[config.mk]
export PLATFORM = sky130hd
export DESIGN_NAME = imem_loader_flat
export DESIGN_NICKNAME = d
export VERILOG_FILES = /design/src/rtl/imem_loader_pkg.sv /design/src/rtl/imem_loader_if.sv /design/src/rtl/word_packer.sv /design/src/rtl/imem_loader.sv /design/src/flat_wrapper.sv
export SDC_FILE = /design/constraint.sdc
export NUM_CORES = 1
export LEC_CHECK = 0
export ABC_AREA = 1
export ABC_CLOCK_PERIOD_IN_PS = 2100
export BUFFER_PORTS_ARGS = -buffer_cell sky130_fd_sc_hd__buf_2
export CAP_MARGIN = 20
export CELL_PAD_IN_SITES_DETAIL_PLACEMENT = 0
export CELL_PAD_IN_SITES_GLOBAL_PLACEMENT = 1
export CORE_ASPECT_RATIO = 0.8
export CORE_MARGIN = 2
export CORE_UTILIZATION = 41
export CTS_CLUSTER_SIZE = 8
export DETAILED_ROUTE_END_ITERATION = 8
export PLACE_DENSITY = 0.78
export SYNTH_ARGS = -nofsm -noshare
export SYNTH_HDL_FRONTEND = slang
export SYNTH_SLANG_ARGS = --single-unit
[constraint.sdc]
create_clock -name clk -period 2.1 [get_ports clk]
set_input_delay 0.21 -clock clk [delete_from_list [all_inputs] [get_ports clk]]
set_output_delay 0.21 -clock clk [all_outputs]
set_load 0.02 [all_outputs]
[src/rtl/imem_loader_pkg.sv]
// Shared types and constants for the instruction-memory loader.
package imem_loader_pkg;

    localparam int unsigned BYTE_W         = 8;
    localparam int unsigned WORD_W         = 32;
    localparam int unsigned BYTES_PER_WORD = 4;
    localparam int unsigned IDX_W          = 16;

    localparam logic [BYTE_W-1:0] SYNC_BYTE_DEF = 8'hA5;

    typedef enum logic [2:0] {
        StIdle,
        StCntHi,
        StCntLo,
        StData,
        StWrite,
        StCsum,
        StErr
    } state_e;

endpackage

[src/rtl/imem_loader_if.sv]
// Byte-stream input, instruction-memory write port and load status of the loader.
interface imem_loader_if;
    import imem_loader_pkg::*;

    logic              byte_valid;
    logic [BYTE_W-1:0] byte_data;
    logic              byte_ready;
    logic              imem_we;
    logic [WORD_W-1:0] imem_addr;
    logic [WORD_W-1:0] imem_wd;
    logic              cpu_hold;
    logic              load_done;
    logic              load_err;

    modport master (
        input  byte_valid, byte_data,
        output byte_ready, imem_we, imem_addr, imem_wd, cpu_hold, load_done, load_err
    );

    modport slave (
        output byte_valid, byte_data,
        input  byte_ready, imem_we, imem_addr, imem_wd, cpu_hold, load_done, load_err
    );

endinterface

[src/rtl/word_packer.sv]
// Four-byte MSB-first shift register with byte counter and word-complete flag.
module word_packer
    import imem_loader_pkg::*;
(
    input  logic              clk,
    input  logic              reset,
    input  logic              clr_i,
    input  logic              shift_i,
    input  logic [BYTE_W-1:0] byte_i,
    output logic [WORD_W-1:0] word_o,
    output logic [1:0]        byte_cnt_o,
    output logic              full_o
);

    logic [WORD_W-1:0] word_q, word_d;
    logic [1:0]        cnt_q, cnt_d;
    logic              full_q, full_d;

    always_comb begin
        word_d = word_q;
        cnt_d  = cnt_q;
        full_d = full_q;
        if (clr_i) begin
            word_d = '0;
            cnt_d  = '0;
            full_d = 1'b0;
        end else if (shift_i) begin
            word_d = {word_q[WORD_W-BYTE_W-1:0], byte_i};
            cnt_d  = cnt_q + 2'd1;
            full_d = (cnt_q == 2'd3);
        end
    end

    always_ff @(posedge clk or negedge reset) begin
        if (!reset) begin
            word_q <= '0;
            cnt_q  <= '0;
            full_q <= 1'b0;
        end else begin
            word_q <= word_d;
            cnt_q  <= cnt_d;
            full_q <= full_d;
        end
    end

    assign word_o     = word_q;
    assign byte_cnt_o = cnt_q;
    assign full_o     = full_q;

endmodule

[src/rtl/imem_loader.sv]
// Framed byte-stream loader writing packed words into instruction memory from word 0.
// Optional inter-byte timeout: define IMEM_LOADER_TIMEOUT_EN.
module imem_loader
    import imem_loader_pkg::*;
#(
    parameter int unsigned       DEPTH_WORDS = 256,
    parameter logic [BYTE_W-1:0] SYNC_BYTE   = SYNC_BYTE_DEF,
    parameter int unsigned       TIMEOUT_CYC = 100000
) (
    input logic           clk,
    input logic           reset,
    imem_loader_if.master bus
);

    state_e             state_q, state_d;
    logic [IDX_W-1:0]   cnt_q, cnt_d;
    logic [IDX_W-1:0]   idx_q, idx_d;
    logic [BYTE_W-1:0]  csum_q, csum_d;
    logic               done_q, done_d;
    logic               err_q, err_d;
    logic               hold_q, hold_d;

    logic               byte_ready, xfer, start, csum_ok, timeout_hit;
    logic [IDX_W-1:0]   n_next;
    logic [WORD_W-1:0]  pk_word;
    logic [1:0]         pk_cnt;
    logic               pk_full;

    assign byte_ready = (state_q != StWrite);
    assign xfer       = bus.byte_valid && byte_ready;
    // SYNC_BYTE is only a frame start outside a frame; inside it is plain data.
    assign start      = (state_q == StIdle || state_q == StErr) && xfer &&
                        (bus.byte_data == SYNC_BYTE);
    assign csum_ok    = (state_q == StCsum) && xfer && (bus.byte_data == csum_q);
    assign n_next     = {cnt_q[IDX_W-1:BYTE_W], bus.byte_data};

    word_packer u_packer (
        .clk        (clk),
        .reset      (reset),
        .clr_i      (start),
        .shift_i    ((state_q == StData) && xfer),
        .byte_i     (bus.byte_data),
        .word_o     (pk_word),
        .byte_cnt_o (pk_cnt),
        .full_o     (pk_full)
    );

`ifdef IMEM_LOADER_TIMEOUT_EN
    logic [31:0] to_q, to_d;
    logic        timed;

    assign timed       = (state_q == StCntHi) || (state_q == StCntLo) ||
                         (state_q == StData)  || (state_q == StCsum);
    assign timeout_hit = timed && !xfer && (to_q == TIMEOUT_CYC - 32'd1);

    always_comb begin
        to_d = to_q + 32'd1;
        if (!timed || xfer) to_d = '0;
    end

    always_ff @(posedge clk or negedge reset) begin
        if (!reset) to_q <= '0;
        else        to_q <= to_d;
    end
`else
    logic unused_timeout;
    assign unused_timeout = ^TIMEOUT_CYC;
    assign timeout_hit    = 1'b0;
`endif

    always_ff @(posedge clk or negedge reset) begin
        if (!reset) begin
            state_q <= StIdle;
            cnt_q   <= '0;
            idx_q   <= '0;
            csum_q  <= '0;
            done_q  <= 1'b0;
            err_q   <= 1'b0;
            hold_q  <= 1'b1;
        end else begin
            state_q <= state_d;
            cnt_q   <= cnt_d;
            idx_q   <= idx_d;
            csum_q  <= csum_d;
            done_q  <= done_d;
            err_q   <= err_d;
            hold_q  <= hold_d;
        end
    end

    always_comb begin
        state_d = state_q;
        unique case (state_q)
            StIdle, StErr: begin
                if (start)                 state_d = StCntHi;
                else if (state_q == StErr) state_d = StIdle;
            end
            StCntHi: if (xfer) state_d = StCntLo;
            StCntLo: begin
                if (xfer) begin
                    if (32'(n_next) > DEPTH_WORDS) state_d = StErr;
                    else if (n_next == '0)         state_d = StCsum;
                    else                           state_d = StData;
                end
            end
            StData:  if (xfer && pk_cnt == 2'd3) state_d = StWrite;
            StWrite: state_d = (idx_q + 16'd1 == cnt_q) ? StCsum : StData;
            StCsum:  if (xfer) state_d = csum_ok ? StIdle : StErr;
            default: state_d = StIdle;
        endcase
        if (timeout_hit) state_d = StErr;
    end

    always_comb begin
        cnt_d  = cnt_q;
        idx_d  = idx_q;
        csum_d = csum_q;
        done_d = done_q;
        err_d  = err_q;
        hold_d = hold_q;
        if (start) begin
            idx_d  = '0;
            csum_d = '0;
            done_d = 1'b0;
            err_d  = 1'b0;
            hold_d = 1'b1;
        end
        if (xfer && (state_q == StCntHi || state_q == StCntLo || state_q == StData)) begin
            csum_d = csum_q ^ bus.byte_data;
        end
        if (xfer && state_q == StCntHi) cnt_d[IDX_W-1:BYTE_W] = bus.byte_data;
        if (xfer && state_q == StCntLo) cnt_d[BYTE_W-1:0]     = bus.byte_data;
        if (state_q == StWrite)         idx_d = idx_q + 16'd1;
        if (csum_ok) begin
            done_d = 1'b1;
            hold_d = 1'b0;
        end
        if (state_d == StErr) err_d = 1'b1;
    end

    always_comb begin
        bus.byte_ready = byte_ready;
        bus.imem_we    = (state_q == StWrite) && pk_full;
        bus.imem_addr  = {14'd0, idx_q, 2'b00};
        bus.imem_wd    = pk_word;
        bus.cpu_hold   = hold_q;
        bus.load_done  = done_q;
        bus.load_err   = err_q;
    end

endmodule

[src/flat_wrapper.sv]
// flat-port wrapper written by rule: the top's interface ports become plain ports
module imem_loader_flat import imem_loader_pkg::*;
#(
    parameter int unsigned       DEPTH_WORDS = 256,
    parameter logic [BYTE_W-1:0] SYNC_BYTE   = SYNC_BYTE_DEF,
    parameter int unsigned       TIMEOUT_CYC = 100000
)
  (clk, reset, bus_byte_valid, bus_byte_data, bus_byte_ready, bus_imem_we, bus_imem_addr, bus_imem_wd, bus_cpu_hold, bus_load_done, bus_load_err);
  imem_loader_if bus_i ();
  input logic clk;
  input logic reset;
  input wire logic [$bits(bus_i.byte_valid)-1:0] bus_byte_valid;
  input wire logic [$bits(bus_i.byte_data)-1:0] bus_byte_data;
  output wire logic [$bits(bus_i.byte_ready)-1:0] bus_byte_ready;
  output wire logic [$bits(bus_i.imem_we)-1:0] bus_imem_we;
  output wire logic [$bits(bus_i.imem_addr)-1:0] bus_imem_addr;
  output wire logic [$bits(bus_i.imem_wd)-1:0] bus_imem_wd;
  output wire logic [$bits(bus_i.cpu_hold)-1:0] bus_cpu_hold;
  output wire logic [$bits(bus_i.load_done)-1:0] bus_load_done;
  output wire logic [$bits(bus_i.load_err)-1:0] bus_load_err;
  assign bus_i.byte_valid = bus_byte_valid;
  assign bus_i.byte_data = bus_byte_data;
  assign bus_byte_ready = bus_i.byte_ready;
  assign bus_imem_we = bus_i.imem_we;
  assign bus_imem_addr = bus_i.imem_addr;
  assign bus_imem_wd = bus_i.imem_wd;
  assign bus_cpu_hold = bus_i.cpu_hold;
  assign bus_load_done = bus_i.load_done;
  assign bus_load_err = bus_i.load_err;
  imem_loader #(.DEPTH_WORDS(DEPTH_WORDS), .SYNC_BYTE(SYNC_BYTE), .TIMEOUT_CYC(TIMEOUT_CYC)) u_core (.clk(clk), .reset(reset), .bus(bus_i));
endmodule
==> impl_metrics.tcl, run 1 <==
set metrics [dict create \
    yosysSeqAreaShare 0.477 \
    dp_hpwl_um 7920 \
    path_class "register to register" \
    drc_errors 0 \
    fillers 1018 \
    clock_sinks 81 \
    whs_path_depth 3 \
    synth_top_cell_by_area "dfrtp_1" \
    ys_top_cells_by_count "110 x nand2_1, 87 x inv_1, 80 x dfrtp_1" \
    syn_area_sq_um 4250 \
    dp_cells 739 \
    syn_area_per_cell_sq_um 7.95 \
    viasPerCell 5.10 \
    yosysUniqueCellTypes 28 \
    synthXorXnorAreaFrac 0.0259 \
    drive_above_1_share 0.189 \
    synthTopCellsByArea "dfrtp_1 47%, nand2_1 9.7%, inv_1 7.7%" \
    fp.dieW_um 118 \
    cp_max_fo 6 \
    wl_um 11000 \
    min_period_ns 1.91 \
    ys_warn_count 0 \
    use_met2 0.309 \
    status "completed" \
    cts.reportedPaths.clkPinSlew_ns 0.06 \
    synth-adder-area-share 0.00589 \
    finalMaxSlewViolations 0 \
    setup_violations 0 \
    synth_top_family_by_area "simple AND/OR/NAND/NOR gates" \
    min_to "u_core.cnt_q[4]" \
    busiest_layer "met2" \
    cts_htree_levels 3 \
    async_flop_share 1.00 \
    final_area_sq_um 5150 \
    cts.root.buffer_cell "clkbuf_16" \
    timing.rr.start "u_core.idx_q[8]" \
    cts.path.max_buffers 2 \
    required_ns 2.37 \
    grt-ovfl-total 0 \
    synthCells 535 \
    dieArea_sq_um 11200 \
    post-synth-top-count-cell "nand2_1" \
    yosysTopAreaCellShare 0.471 \
    reg2reg_to "u_core.bus.load_err" \
    ant_nets 0 \
    r2r_cells 12 \
    first_global_vias 3528 \
    hold_viol 0 \
    rsz0062_at_grt "yes" \
    cap_violations 0 \
    final_cells 758 \
    cp-end-kind "register" \
    grt_first_pass_wirelength_um 17700 \
    p_total_w 0.00708 \
    gp_congestion 0.848 \
    grt_usage 0.201 \
    fmax_mhz 524 \
    diodes 0 \
    core_area_sq_um 10200 \
    synth_compound_area_frac 0.112 \
    post-place-ws_ns 0.0360 \
    cp-start-kind "register" \
    grtUsageMet1 0.286 \
    cts_made_buffers 9 \
    antenna_found_initial 0 \
    timing.final.ws_setup_ns 0.190 \
    portBuffers 63 \
    multiInputGateArea_sq_um 1860 \
    start_util 0.419 \
    min-delay-start "bus_byte_data[4]" \
    syn_to_final_growth_pct 21.2 \
    num_rows 33 \
    die_y_um 95.1 \
    muxShareOfSynthArea 0 \
    nNetsFinal 627 \
    synth_simple_gate_area_share 0.258 \
    grt_max_degree 65 \
    powerDensity_nw_per_um2 1370 \
    period_share 0.910 \
    wl_per_cell_um 14.5 \
    ys_seq_elements 81 \
    synthFlopType "dfrtp_1" \
    ir_worst_vdd_uv 547 \
    tritoncts "built" \
    use_met3 0.0484 \
    p_leak_nw 2.86 \
    dr_total_vias 3863 \
    insertion_delay_ns 0.33 \
    register_area_sq_um 2030 \
    drtIter0Drc 266 \
    finalClockSkew_ns 0.00549 \
    r2r_slack_ns 0.19 \
    worstPathArrival_ns 2.18 \
    synth_enable_flop_cells 0 \
    place_area_sq_um 4770 \
    hold_path_class "input port to register" \
    drt_pass1_iterations 5 \
    io_pins 80 \
]
==> where the power goes <==
group / internal [W] / leakage (nW) / switching, W / total (W)
Combinational: 0.00112 / 1.68 / 0.00190 / 0.00302
Sequential: 0.00211 / 1.05 / 0.000544 / 0.00265
Clock: 0.000823 / 0.128 / 0.000588 / 0.00141
==> sequential cells by signal, summed over array words and instances (netlist names) <==
| signal | cells |
|---|---|
| u_core.u_packer.full_o | 1 |
| u_core.csum_q | 8 |
| u_core.u_packer.word_o | 32 |
| u_core.bus.load_done | 1 |
| u_core.u_packer.byte_cnt_o | 2 |
| u_core.cnt_q | 16 |
| u_core.bus.cpu_hold | 1 |
| u_core.idx_q | 16 |
| u_core.state_q | 3 |
| u_core.bus.load_err | 1 |
==> cells in the final DEF, fill, tap and decap left out, types with 7 or more instances in the layout <==
master	Yosys	layout
nand2_1	110	109
inv_1	87	87
dfrtp_1	80	77
nand3_1	65	63
buf_2	5	62
o21ai_0	34	32
a22oi_1	30	30
nor2_1	34	29
conb_1	1	16
buf_4	16	16
nand4_1	14	14
clkbuf_16	0	9
a21oi_1	8	8
nor3_1	9	7
xor2_1	7	7
==> cells by family after synthesis <==
kind of cell | Yosys count
simple gates | 245
fa+ha+maj | 2
xor+xnor | 11
other cells | 1
buf+inv | 117
compound gates | 78
flops | 81
==> metal layers <==
layer,vias to the layer above,wire length [um]
met5,-,0
met4,0,106
met3,7,662
met2,111,4950
met1,1847,5290
li1,1898,-
==> per-stage QoR <==
step	util	TNS (ns)	hold slack [ns]
floorplan	-	0	-0.0856
global placement	0.470	0	0.112
detailed placement	0.470	0	0.114
CTS	0.497	0	0.160
global route	0.507	-0.0250	0.192
finish	0.507	0	0.164
==> repair_timing <==
item	in CTS	in global routing
hold endpoints to repair	17	0
setup endpoints to repair	0	24
buffers inserted	0	2
resized for setup	0	22
hold buffers	1	0
==> worst max path at each step <==
stage	from	endpoint	slack [ns]	depth (start not counted)
6_report	u_core.idx_q[8]	u_core.bus.load_err	0.19	12
5_1_grt	u_core.idx_q[1]	u_core.bus.load_err	-0.03	13
4_1_cts	u_core.idx_q[0]	u_core.bus.load_err	0.03	12
3_5_place_dp	u_core.idx_q[0]	u_core.bus.load_err	0.04	12
3_3_place_gp	u_core.idx_q[1]	u_core.bus.load_err	0.13	12
2_1_floorplan	u_core.idx_q[0]	u_core.bus.load_err	0.13	12
==> final cells by class <==
type / count / share of cell area
clock inverter: 3 / 0.00340
tap: 140 / 0.0340
sequential: 81 / 0.394
multi-input combinational: 353 / 0.360
clock buffer: 12 / 0.0478
timing repair buffer: 82 / 0.0971
inverter: 87 / 0.0634
==> critical path, cell delays in order (launching register included) <==
cell     delay, ns
dfrtp_1       0.46
nand2_1       0.15
nor2_1        0.22
nand4_1       0.15
nand3_1       0.11
nand2_1       0.06
nor2_1        0.18
nand3_1       0.13
nor2_1        0.11
nand2_1       0.07
nand2_1       0.09
nand3_1       0.07
nand2_1       0.06
Note: power is estimated with default switching activity, not from simulation.
==> run 2, diff against run 1 <==
Settings changed: ABC_AREA 1 to 0, CORE_UTILIZATION 41 to 42.
==> run 2 against run 1 <==
Worst hold slack gained 0.021 ns. Non-clock buffer count grew 28. Largest power group unchanged. Register-to-register slack lost 0.08 ns.
==> impl_metrics.tcl, run 2 <==
set metrics [dict create \
    async_flop_share 1.00 \
    synth_enable_flop_cells 0 \
    worstPathCellList "ha_4 -> nand2_2 -> nor4_4 -> xnor2_1 -> o21ai_1 -> nor4_1 -> o2111ai_1 -> a21o_1" \
    io_pins 80 \
    tritoncts "built" \
    insertion_delay_ns 0.34 \
    fmax_mhz 502 \
    ys_top_cells_by_count "107 x nand2_1, 80 x dfrtp_1, 41 x a21oi_1, 41 x o21ai_0, 25 x xnor2_1" \
    reg2reg_to "u_core.state_q[1]" \
    grt_usage 0.209 \
    clock_sinks 81 \
    ys_seq_elements 81 \
    synth_top_cell_by_area "dfrtp_1" \
    grt_first_pass_wirelength_um 17900 \
    cpMaxStageDelayCell "dfrtp_2" \
    die_y_um 94.5 \
    yosysSeqAreaShare 0.472 \
    most-common-layout-cells "105 x nand2_1, 76 x dfrtp_1, 62 x buf_2, 45 x buf_4, 41 x a21oi_1" \
    first_global_vias 3504 \
    powerDensity_nw_per_um2 1550 \
    drive_above_1_share 0.279 \
    synthCells 482 \
    yosysTopAreaCellShare 0.466 \
    cts.path.max_buffers 2 \
    core_area_sq_um 9810 \
    cp-start-kind "register" \
    timing.rr.start "u_core.idx_q[1]" \
    finalClockSkew_ns 0.00491 \
    dieArea_sq_um 11100 \
    finalMaxSlewViolations 0 \
    wl_per_cell_um 15.6 \
    path_class "register to register" \
    drt_pass1_iterations 5 \
    r2r_slack_ns 0.11 \
    syn_area_sq_um 4300 \
    period_share 0.949 \
    final_cells 713 \
    min_period_ns 1.99 \
    cp_max_fo 5 \
    slowest_delay_ns 0.42 \
    status "completed" \
    final_area_sq_um 5340 \
    fp.dieW_um 117 \
    yosysUniqueCellTypes 53 \
    min_to "u_core.csum_q[0]" \
    cp-end-kind "register" \
    drc_errors 0 \
    min-delay-start "bus_byte_data[0]" \
    path_buf_inv 0 \
    synthFlopType "dfrtp_1" \
    hold_path_class "input port to register" \
    fin_hold_ws_ns 0.185 \
    critPathTopFamily "simple AND/OR/NAND/NOR gates" \
    syn_area_per_cell_sq_um 8.91 \
    p_leak_nw 2.44 \
    setup_violations 0 \
    post-place-ws_ns -0.0242 \
    viasPerCell 5.25 \
    whs_path_depth 3 \
    ant_nets 0 \
    nNetsFinal 585 \
    gp_congestion 0.863 \
    ys_warn_count 0 \
    num_rows 32 \
    antenna_found_initial 0 \
    cap_violations 0 \
    cts.root.buffer_cell "clkbuf_16" \
    diodes 0 \
    final_common_cell "nand2_1" \
    grt_max_degree 44 \
    worst_pin_slew_ns 0.527 \
    ir_worst_vdd_uv 605 \
    dp_cells 693 \
    relSlewSlack 0.648 \
    start_util 0.438 \
    r2r_cells 8 \
    cts.reportedPaths.clkPinSlew_ns 0.06 \
    cts_htree_levels 3 \
    wl_um 11100 \
    hold_viol 0 \
    required_ns 2.33 \
    synthTopCellsByArea "dfrtp_1 47%, nand2_1 9.4%, xnor2_1 5.1%" \
    timing.final.ws_setup_ns 0.108 \
    dp_hpwl_um 7990 \
    place_area_sq_um 4970 \
    dr_total_vias 3746 \
    syn_to_final_growth_pct 24.3 \
    grt-ovfl-total 0 \
    drtIter0Drc 204 \
    post-synth-top-count-cell "nand2_1" \
    worstPathArrival_ns 2.22 \
    cts_made_buffers 9 \
    portBuffers 63 \
    largest_reg_flops 32 \
]
run 2: changes by cell type after synthesis, moves of 11 or more:
cell      change
xnor2_1      +22
mux2_2       +15
a22oi_1      -30
a21oi_1      +33
inv_1        -80
nand3_1      -54
clkbuf_1     +11
run 2: repair_timing:
item	CTS	global route
setup buffers	0	3
hold endpoints to repair	37	0
pin swaps	1	4
hold buffers	1	0
endpoints found under the setup margin	1	2
gates resized for setup	0	9
run 2: cells by family (layout without fill, tap and decap cells):
group                    count (synthesis)  count (layout)  synth area share
AND/OR/NAND/NOR                        188             188             0.209
multiplexers                            15              15            0.0393
other                                    1              16          0.000873
buffers and inverters                   54             134            0.0641
adder cells (fa/ha/maj)                  2               2           0.00582
AO/OA/AOI/OAI                          112             112             0.149
flip-flops                              81              81             0.472
XOR/XNOR                                29              29            0.0591
run 2: metal layers:
metal,part of all wire,global-route usage,wire length [um],up-vias
met4,0.011,0.0539,125,0
met1,0.50,0.315,5520,1821
met3,0.051,0.0469,567,12
li1,-,-,-,1809
met5,0,0,0,-
met2,0.44,0.303,4870,104
run 2: worst max-delay path by stage:
stage	startpoint	to	slack, ns	cells after the start
6_report	u_core.idx_q[1]	u_core.state_q[1]	0.11	8
2_1_floorplan	u_core.idx_q[0]	u_core.state_q[1]	0.0005	8
3_3_place_gp	bus_byte_data[1]	u_core.bus.load_err	0.08	7
5_1_grt	u_core.idx_q[1]	u_core.state_q[1]	-0.007	8
3_5_place_dp	u_core.idx_q[1]	u_core.state_q[1]	-0.02	8
4_1_cts	u_core.idx_q[1]	u_core.state_q[1]	0.06	8
run 2: per-stage QoR:
stage	TNS (ns)	utilization	power (W)
after detailed placement	-0.0242	0.507	0.00657
after global routing	-0.00658	0.544	0.00881
after global placement	0	0.507	0.00645
final	0	0.544	0.00825
after CTS	0	0.539	0.00820
after floorplan	0	-	0.00530
run 2: report_power, final:
| part | total, W | switching (W) | internal (W) |
|---|---|---|---|
| clock network | 0.00161 | 0.000674 | 0.000932 |
| registers | 0.00297 | 0.000714 | 0.00226 |
| logic | 0.00367 | 0.00209 | 0.00159 |
run 2: cell type report:
class	count	area, sq um
Sequential cell	81	2030
Multi-Input combinational cell	362	2100
Clock inverter	7	76.3
Tap cell	136	170
Timing Repair Buffer	110	698
Fill cell	941	4470
Inverter	8	30.0
Clock buffer	9	225
run 2: worst register-to-register path: stages (launching register included):
cell       delay (ns)
dfrtp_2          0.42
ha_4             0.19
nand2_2          0.09
nor4_4           0.29
xnor2_1          0.16
o21ai_1          0.09
nor4_1           0.28
o2111ai_1        0.17
a21o_1           0.20
